## config.mk

```make
export PLATFORM = sky130hd
export DESIGN_NAME = reg_write_arbitration
export DESIGN_NICKNAME = d
export VERILOG_FILES = /design/src/rtl/reg_write_arbitration.sv
export SDC_FILE = /design/constraint.sdc
export NUM_CORES = 1
export LEC_CHECK = 0
export ABC_AREA = 1
export CORE_MARGIN = 3
export CORE_UTILIZATION = 30
export DETAILED_ROUTE_END_ITERATION = 8
export PLACE_DENSITY = 0.59
export SYNTH_ARGS = -nofsm -noshare
export SYNTH_HDL_FRONTEND = slang
export SYNTH_SLANG_ARGS = --single-unit
```

## constraint.sdc

```tcl
create_clock -name clk -period 54.2 [get_ports clk]
set_clock_uncertainty 0.1 [all_clocks]
set_input_delay 10.84 -clock clk [delete_from_list [all_inputs] [get_ports clk]]
set_output_delay 10.84 -clock clk [all_outputs]
set_load 0.01 [all_outputs]
```

## src/rtl/reg_write_arbitration.sv

```systemverilog
// Write-back end of the register file: 16 x 32-bit registers, hold scoreboard,
// and a round-robin arbiter merging two write-back sources onto one write port.
module reg_write_arbitration #(
    parameter logic [31:0] RESET_VALUE = 32'h0000_0000
) (
    input  logic        clk,
    input  logic        rst,
    input  logic        issue_valid,
    input  logic [3:0]  issue_dest,
    output logic        issue_ready,
    input  logic        wbA_valid,
    input  logic [3:0]  wbA_dest,
    input  logic [31:0] wbA_data,
    output logic        wbA_ready,
    input  logic        wbB_valid,
    input  logic [3:0]  wbB_dest,
    input  logic [31:0] wbB_data,
    output logic        wbB_ready,
    output logic [31:0] r00_Q,
    output logic [31:0] r01_Q,
    output logic [31:0] r02_Q,
    output logic [31:0] r03_Q,
    output logic [31:0] r04_Q,
    output logic [31:0] r05_Q,
    output logic [31:0] r06_Q,
    output logic [31:0] r07_Q,
    output logic [31:0] r08_Q,
    output logic [31:0] r09_Q,
    output logic [31:0] r10_Q,
    output logic [31:0] r11_Q,
    output logic [31:0] r12_Q,
    output logic [31:0] r13_Q,
    output logic [31:0] r14_Q,
    output logic [31:0] r15_Q,
    output logic [15:0] hold_Q,
    output logic [4:0]  outstanding,
    output logic        wb_err,
    input  logic        err_clr
);

    typedef enum logic {PRI_A = 1'b0, PRI_B = 1'b1} pri_e;

    logic [31:0] regs_q [16];
    logic [31:0] regs_d [16];
    logic [15:0] hold_q, hold_d;
    logic [4:0]  outstanding_q, outstanding_d;
    logic        wb_err_q, wb_err_d;
    pri_e        ptr_q, ptr_d;

    logic        grant_a, grant_b, wr_en, issue_fire;
    logic [3:0]  wr_dest;
    logic [31:0] wr_data;

    // The pointer only breaks ties; a lone valid source is always granted.
    assign grant_a    = wbA_valid & (~wbB_valid | (ptr_q == PRI_A));
    assign grant_b    = wbB_valid & (~wbA_valid | (ptr_q == PRI_B));
    assign wbA_ready  = grant_a;
    assign wbB_ready  = grant_b;
    assign wr_en      = grant_a | grant_b;
    assign wr_dest    = grant_a ? wbA_dest : wbB_dest;
    assign wr_data    = grant_a ? wbA_data : wbB_data;

    // Registered hold bit only, so a same-cycle write-back cannot unblock a WAW.
    assign issue_ready = ~hold_q[issue_dest];
    assign issue_fire  = issue_valid & issue_ready;

    always_comb begin
        // NOTE: every always_comb output gets a default first so no path infers a latch.
        regs_d   = regs_q;
        hold_d   = hold_q;
        ptr_d    = ptr_q;
        wb_err_d = wb_err_q & ~err_clr;
        if (wr_en) begin
            regs_d[wr_dest] = wr_data;
            hold_d[wr_dest] = 1'b0;
            if (!hold_q[wr_dest])
                wb_err_d = 1'b1;
        end
        if (issue_fire)
            hold_d[issue_dest] = 1'b1;
        if (wbA_valid && wbB_valid)
            ptr_d = (ptr_q == PRI_A) ? PRI_B : PRI_A;
        outstanding_d = 5'($countones(hold_d));
    end

    always_ff @(posedge clk or posedge rst) begin
        if (rst) begin
            // NOTE: the register array is reset because readers rely on RESET_VALUE;
            // a plain RAM would normally be left unreset.
            for (int i = 0; i < 16; i++)
                regs_q[i] <= RESET_VALUE;
            hold_q        <= '0;
            outstanding_q <= '0;
            wb_err_q      <= 1'b0;
            ptr_q         <= PRI_A;
        end else begin
            // NOTE: state updates use non-blocking assignment so all flops see pre-edge values.
            regs_q        <= regs_d;
            hold_q        <= hold_d;
            outstanding_q <= outstanding_d;
            wb_err_q      <= wb_err_d;
            ptr_q         <= ptr_d;
        end
    end

    assign hold_Q      = hold_q;
    assign outstanding = outstanding_q;
    assign wb_err      = wb_err_q;
    assign r00_Q = regs_q[0];
    assign r01_Q = regs_q[1];
    assign r02_Q = regs_q[2];
    assign r03_Q = regs_q[3];
    assign r04_Q = regs_q[4];
    assign r05_Q = regs_q[5];
    assign r06_Q = regs_q[6];
    assign r07_Q = regs_q[7];
    assign r08_Q = regs_q[8];
    assign r09_Q = regs_q[9];
    assign r10_Q = regs_q[10];
    assign r11_Q = regs_q[11];
    assign r12_Q = regs_q[12];
    assign r13_Q = regs_q[13];
    assign r14_Q = regs_q[14];
    assign r15_Q = regs_q[15];

endmodule
```

==> out/results.txt, run 1 <==
After synthesis the netlist holds a flip-flop and latch count of 535. The clock sink total was 535; the number of unique standard cell types used by synthesis was 26. The worst endpoint required time was 43.26 ns; the clock insertion delay at the later pin of the skew report was 0.60 ns.

In this run the worst path has a maximum fanout of 11. The logs give 12.6 nW for the leakage power figure and 1571 for the initial DRC count. In the routed design, unresolved DRC markers number 0. The count of buffers added on input and output ports is 618.

The tools report the number of buffers added for setup after CTS as 0. The number of gates resized after CTS was 0. In the final timing run, aggregate negative setup slack is 0 ns. The signal on the critical path passes through clkdlybuf4s50_1, nand2_1, inv_1, nand2_1, o21ai_0, o21ai_0, nand2_1, nor2_1, clkdlybuf4s50_1. In this run the worst hold path is classified as flip-flop to flip-flop. The run gives 6 as the iteration count of the initial detailed-routing pass. For this run, the post-layout net count is 2754. The tools report the routed wire length as 87300 um.

Counting every net in the synthesized netlist gives 2222. Summing the areas of all and, or, nand and nor instances in the mapped netlist gives 15.3% of the synthesized area. Routability congestion estimate from global placement: 0.864.

Setup violations remaining at the end of the flow were counted as 0. Entering global routing, the biggest net connects 159 pins. The tools report the cell area after technology mapping as 21100 um^2. The run gives 41.5 MHz as the achievable frequency. The number of clock buffers added by TritonCTS is 58. The flow ran to the end, and the final reports show no timing, DRC or antenna violations.

The buffer and inverter count on the worst path was 3; the post-synthesis area per instance was 9.92 um^2. On the critical path, the stage with the largest delay is an instance of clkdlybuf4s50_1. The smallest clock period supported by the final layout is computed as 24.09 ns.

On the critical path the largest part of the delay comes from buffers and inverters. Measured against its own limit, the worst slew margin works out to 29.5%. The H-tree generated during clock tree synthesis spans 2 levels.

TritonCTS built the clock tree. The first global-routing pass estimated 126000 um of wire. Tracing the worst setup path back leads to its startpoint at issue_dest[1].

The run gives 0 as the total congestion overflow after global routing. Data arrives at the worst endpoint at 13.15 ns. For the total via count after detailed routing, the log shows 18800. For the synthesized netlist cell count, the log shows 2125.

The destination of the worst register-to-register timing path was outstanding[2]$_DFF_PP0_. Buffers inserted to repair hold after CTS numbered 0. The share of the synthesized netlist area taken by xor and xnor gates is 0.0831%, and the initial antenna violation count is 1.

The startpoint identified for the worst register-to-register timing path is ptr_q$_DFFE_PP0P_. The worst setup path is captured at an output pin. After floorplanning, the core was divided into 96 placement rows. Yosys printed 0 warnings. Of the cells placed in the final design, the portion with a size suffix greater than 1 is 5.43%. The run gives 3 as the maximum clock path buffer count. The run gives 59700 um as the detailed placer's ending HPWL. Critical hold path startpoint: r05_Q[17]$_DFFE_PP0P_.

For the pin with the worst max-slew slack, the measured transition is 1.06 ns. The floorplan step defined a die boundary enclosing 73500 um^2. In this design, the critical path's most frequently occurring cell is nand2_1.

The floorplan step set the die height to 271 um. The critical path crosses 9 cells after its start point. The run gives 619 as the I/O pin count. Startpoint-to-endpoint class of the critical path: primary input to output pin. The maximum ir drop on the vdd rail is 0.0392 mV.

On the worst path, the slowest cell contributes a delay of 0.68 ns. Setup repair after global routing left no endpoint under its margin. Clock root buffer master: clkbuf_16.

The filler cells instantiated in the layout total 6631. The multi-input combinational cells in the finished layout cover a total of 6710 um^2. Power spread over the standard cell area amounts to 63.9 nW/um^2. The critical path ends at issue_ready.

After detailed routing, the average wire length per cell comes to 24.0 um. The flip-flop and latch area was 13400 um^2; the clock transition at the register clock pins on the worst setup and hold paths after CTS was 0.06 ns. Total power for the finished layout comes to 1.92 mW.

The post-synthesis compound-gate area fraction was 15.1%. Number of global-route vias before repair: 18300. The type of origin of the critical path is a primary input. The number of nets with antenna violations after detailed routing is 0. The number of cells on the worst reg-to-reg path is 24.

The initial cell density of the core came out at 30.5%. In the global route stage, overall resource usage came out at 22.8%. Relative to the synthesized area, the layout overhead comes to 42.2%. The largest family of logic cells by synthesized area was simple AND/OR/NAND/NOR gates. Setup slack on the worst reg-to-reg path comes out at 48.10 ns.

The adder-cell share of the synthesized area is 1.25%, and the die span in x is 271 um. The number of hold-slack violations in the final timing report is 0, and the multiplexer area fraction after synthesis is 0%. In this run the standard cell core region covers 69100 um^2.

The tools report the count of max-cap constraint violations as 0. The run gives 0 as the final max-slew violation count. The final period utilization was 44.4%; the routed via count divided by cell count was 5.17. The tools report the sequential area share after synthesis as 63.5%.
## state kept, by name (all words and copies together) (netlist names), 16 cells and up
register	flops
hold_Q	16
r00_Q	32
r01_Q	32
r02_Q	32
r03_Q	32
r04_Q	32
r05_Q	32
r06_Q	32
r07_Q	32
r08_Q	32
r09_Q	32
r10_Q	32
r11_Q	32
r12_Q	32
r13_Q	32
r14_Q	32
r15_Q	32
## where the power goes
| part | internal [mW] | switching [mW] | total (mW) | leakage [nW] |
|---|---|---|---|---|
| Clock | 0.256 | 0.170 | 0.425 | 1.03 |
| Sequential | 0.575 | 0.108 | 0.684 | 6.14 |
| Combinational | 0.420 | 0.387 | 0.806 | 5.47 |
## worst register-to-register path, cell delays in order, from the launching register on
cell	delay [ns]
dfrtp_1	0.36
nand2_1	0.10
nand2_2	0.09
buf_4	0.53
nand2_1	0.10
o21ai_1	0.18
inv_1	0.09
nor2_1	0.19
nand2_1	0.20
nor3_4	0.16
buf_4	0.41
inv_1	0.13
nand2_1	0.07
o21ai_0	0.15
fa_1	0.57
inv_1	0.05
fa_1	0.47
inv_1	0.05
fa_1	0.50
inv_1	0.07
fa_1	0.52
inv_1	0.05
ha_1	0.20
fa_1	0.47
xor2_1	0.16
## worst min path at each step
stage                     slack [ns]  depth (start not counted)                    end
final                           0.37                          2  r05_Q[17]$_DFFE_PP0P_
after global routing            0.40                          2  r05_Q[11]$_DFFE_PP0P_
after CTS                       0.37                          2  r05_Q[29]$_DFFE_PP0P_
after detailed placement        0.36                          2  r05_Q[29]$_DFFE_PP0P_
after global placement          0.35                          2   r05_Q[8]$_DFFE_PP0P_
after floorplan                 0.40                          2      ptr_q$_DFFE_PP0P_
## synth_stat cells
master | number | share of area (%)
o21ai_1 | 1 | 0.024
xor2_1 | 2 | 0.083
a31oi_1 | 480 | 14
nor2_2 | 2 | 0.059
nand2_2 | 1 | 0.030
o21ai_4 | 1 | 0.077
buf_4 | 1 | 0.036
nand3_2 | 1 | 0.047
fa_1 | 10 | 0.95
nor2_1 | 503 | 9.0
nand3_1 | 22 | 0.52
buf_1 | 1 | 0.018
dfrtp_1 | 535 | 63
clkbuf_1 | 80 | 1.4
nor3_2 | 1 | 0.047
nor2_4 | 7 | 0.37
nand2_4 | 2 | 0.11
inv_2 | 9 | 0.16
ha_1 | 5 | 0.30
a22oi_1 | 4 | 0.14
nand2_1 | 278 | 4.9
o21ai_0 | 25 | 0.59
nand3b_1 | 5 | 0.18
a21boi_0 | 2 | 0.071
inv_1 | 60 | 1.1
buf_2 | 87 | 2.1
## layer usage
| metal | wire length, um | track usage (%) | vias to the layer above |
|---|---|---|---|
| li1 | - | - | 8370 |
| met1 | 33400 | 28.0 | 9382 |
| met2 | 42200 | 38.2 | 907 |
| met3 | 8180 | 6.80 | 162 |
| met4 | 3470 | 8.29 | 0 |
| met5 | 0 | 0 | - |
## through the flow
stage	hold slack [ns]	std cells	instance area [um^2]	setup WS, ns	utilization, %
after detailed placement	0.358	3528	27900	30.14	40.4
after global routing	0.395	3638	30000	29.82	43.4
final	0.371	3639	30000	30.11	43.4
after floorplan	0.399	2125	21100	28.31	-
after global placement	0.354	3528	27900	30.09	40.4
after CTS	0.374	3637	30000	30.11	43.4
## layout by cell type, fill, tap and decap left out, types with 2 or more instances in the layout
cell,instances
inv_1,59
clkbuf_8,18
nand3_1,22
nand3b_1,5
ha_1,5
nor2_1,503
nand2_2,2
nor2_4,9
inv_2,9
nand2_4,2
bufinv_16,7
o21ai_0,25
diode_2,2
a21boi_0,2
clkinv_2,10
fa_1,10
a31oi_1,480
nand2_1,277
dfrtp_1,535
clkdlybuf4s50_1,618
clkbuf_1,11
clkbuf_16,58
a22oi_1,4
xor2_1,2
buf_4,22
## area by class of cell
class                   count  area share, %
flip-flops and latches    535           44.7
multi-input cells        1352           22.4
repair buffers            641           21.2
clock buffers              87           5.80
well taps                 931           3.88
clock inverters            22           1.12
inverters                  69          0.889
diodes                      2         0.0167
## cell families (layout without fill, tap and decap cells)
group                    Yosys count  in the layout
AO/OA/AOI/OAI                    513            513
XOR/XNOR                           2              2
adder cells (fa/ha/maj)           15             15
buffers and inverters            238            819
flip-flops                       535            535
other                              0              2
AND/OR/NAND/NOR                  822            822
(Power assumes the default switching activity.)
==> run 2, diff against run 1 <==
==> constraint.sdc (replaced) <==
create_clock -name clk -period 25.1 [get_ports clk]
set_clock_uncertainty 0.1 [all_clocks]
set_input_delay 5.02 -clock clk [delete_from_list [all_inputs] [get_ports clk]]
set_output_delay 5.02 -clock clk [all_outputs]
set_load 0.01 [all_outputs]
==> run 2 against run 1 <==
Cell count unchanged. Largest cell class unchanged. Setup slack worse by 18 ns. Critical endpoint is now wbA_ready. Flip-flop and latch count unchanged. Largest power group unchanged. Total power up 120%. Critical path type unchanged. Via count up 0.43%. Combinational power up 120%.
==> out/results.txt, run 2 (synthesis gave the netlist of run 1 again) <==
The flow ran to the end, and the final reports show no timing, DRC or antenna violations. The run gives 7.62 ns (-5.53 ns) as the signal arrival time at the worst endpoint. The routability congestion estimate from global placement was 0.825 (-4.6%).

Post-layout utilization of the core: 43.3% (-0.089 points). The clock insertion delay at the later pin of the skew report is 0.61 ns (about the same), and the maximum number of pins on one net before global-route repair is 115 (-28%). The iteration count of the initial detailed-routing pass was 6 (unchanged); the actual transition at the worst max-transition pin was 1.10 ns (+0.0410 ns).

The tools report the area of all placed cells without fillers as 29900 um^2 (-0.20%). Growth of design area from synthesis to finish: 41.9%. Detailed placer's ending HPWL: 60500 um (+1.5%).

The tools report the flip-flop and latch area as 13400 um^2 (unchanged). Setup repair after global routing left no endpoint under its margin. The placed cell area came out at 27900 um^2 (about the same). The global-route wire length before repair is 128000 um (+1.8%), and the total power per unit cell area is 138 nW/um^2 (+120%). The number of gates resized after CTS is 0 (unchanged). The leakage power figure was 12.6 nW (-0.25%). TritonCTS built the clock tree.

In the layout the commonest cells are 618 x clkdlybuf4s50_1, 535 x dfrtp_1, 503 x nor2_1. The tools report the final setup violation count as 0 (unchanged). The leading cell type in the layout, fill and taps excluded is clkdlybuf4s50_1. The worst slew slack as a fraction of its limit is 26.8% (-2.7 points), and the CTS H-tree depth is 2 (unchanged). The routed via count divided by cell count was 5.19 (+0.43%). The area inside the core boundary was 69100 um^2 (unchanged); the number of global-route vias before repair was 18400 (+0.64%). The final max-slew violation count is 0 (unchanged), and the number of standard-cell rows in the floorplan is 96 (unchanged). The tools report the overall die area as 73500 um^2 (unchanged).

The logs give 0 (unchanged) for the total congestion overflow after global routing and 4.12 mW (+120%) for the power after layout. The clock root buffer master is clkbuf_16. Maximum fanout count along the critical path: 40 (+29). The I/O pin count is 619 (unchanged), and the initial cell density of the core is 30.5% (unchanged). The tools report the number of buffers added for setup after CTS as 0 (unchanged). The worst endpoint required time was 19.98 ns (-23.28 ns); the maximum ir drop on the vdd rail was 0.0586 mV (+49%). The die span in x was 271 um (unchanged).

The logs give 1627 (+3.6%) for the initial DRC count and 88200 um (+1.1%) for the routed wire length. The run gives 0 (unchanged) as the total DRC errors in the routed layout. The count of buffers inserted at the top-level ports is 618 (unchanged). The tools report the number of hold-slack violations in the final timing report as 0 (unchanged). The path class of the tightest hold or removal check is flip-flop to flip-flop. The clock transition at the register clock pins on the worst setup and hold paths after CTS is 0.06 ns (about the same). The routed design could run at a clock period as short as 12.74 ns.

The run gives 23.2% (+0.36 points) as the total global-route track usage. TritonCTS buffer count: 59 (+1.7%). By startpoint and endpoint, the worst setup path is classified as primary input to output pin. The tools report the total via count after detailed routing as 18900 (+0.43%).

For the maximum clock path buffer count, the log shows 3 (unchanged). STA classifies the critical path startpoint as a primary input. The run gives 0 (unchanged) as the number of buffers inserted for hold repair after clock tree synthesis. Static timing analysis puts the maximum clock frequency at 78.5 MHz. The run gives 535 (unchanged) as the clock sink total.

The tools report the critical path capture point type as an output pin. The fill cell total of the finished layout was 6670 (+0.59%); the routed wirelength normalized by instance count was 24.2 um (+1.1%). The tools report the initial antenna violation count as 2 (+1). The area used by multi-input combinational logic is 6710 um^2 (unchanged). The worst path uses 50.8% of the clock period. The die extent in y is 271 um (unchanged), and the count of max-cap constraint violations is 0 (unchanged). The proportion of layout cells with a drive suffix above 1 is 5.43% (unchanged), and the number of nets with antenna violations after detailed routing is 0 (unchanged). The final net count is 2756 (+0.073%). The aggregate negative setup slack came out at 0 ns (unchanged).
==> run 2: cell count changes in the layout (fill, tap and decap cells not counted), sizes merged <==
cell	previous run	this run
clkinv	12	15
bufinv	7	5
clkbuf	87	85
clkinvlp	1	3
inv	71	69
buf	23	24
==> run 2: metal layers <==
layer  up-vias  track usage [%]  routed length, um
li1       8349                -                  -
met1      9465             28.3              34100
met2       932             39.5              42900
met3       155             6.69               8130
met4         0             7.54               3150
met5         -                0                  0
==> run 2: stage by stage <==
stage / std cells / hold slack, ns / setup slack, ns
global route: 3639 / 0.394 / 12.30
CTS: 3637 / 0.378 / 12.39
finish: 3639 / 0.375 / 12.36
detailed placement: 3529 / 0.362 / 12.40
global placement: 3529 / 0.355 / 12.46
floorplan: 2125 / 0.399 / 5.03
==> run 2: critical path, stage by stage <==
cell,delay (ns)
clkdlybuf4s50_1,0.45
nand2_1,0.14
nand2_2,0.05
buf_4,0.33
inv_2,0.89
clkdlybuf4s50_1,0.71
==> run 2: path summary, 6_finish.rpt <==
path                                  startpoint                        to  depth (start not counted)  slack, ns
max in group asynchronous                    rst     r00_Q[30]$_DFFE_PP0P_                          5      16.98
max reg2reg                    ptr_q$_DFFE_PP0P_  outstanding[4]$_DFF_PP0_                         25      18.41
min                        r05_Q[23]$_DFFE_PP0P_     r05_Q[23]$_DFFE_PP0P_                          2       0.38
min in group asynchronous                    rst     r03_Q[21]$_DFFE_PP0P_                          2       4.83
max                                    wbB_valid                 wbA_ready                          6      12.36
min reg2reg                r05_Q[23]$_DFFE_PP0P_     r05_Q[23]$_DFFE_PP0P_                          2       0.38
==> run 2: area by class of cell <==
type	count	area share [%]
inverters	69	0.891
diodes	2	0.0167
clock buffers	85	5.80
well taps	931	3.89
multi-input cells	1352	22.4
flip-flops and latches	535	44.7
clock inverters	23	0.949
repair buffers	642	21.3
==> run 2: report_power, final <==
part	switching [mW]	internal [mW]	total [mW]
clock network	0.367	0.531	0.897
registers	0.238	1.24	1.48
logic	0.837	0.906	1.74
total	1.44	2.68	4.12
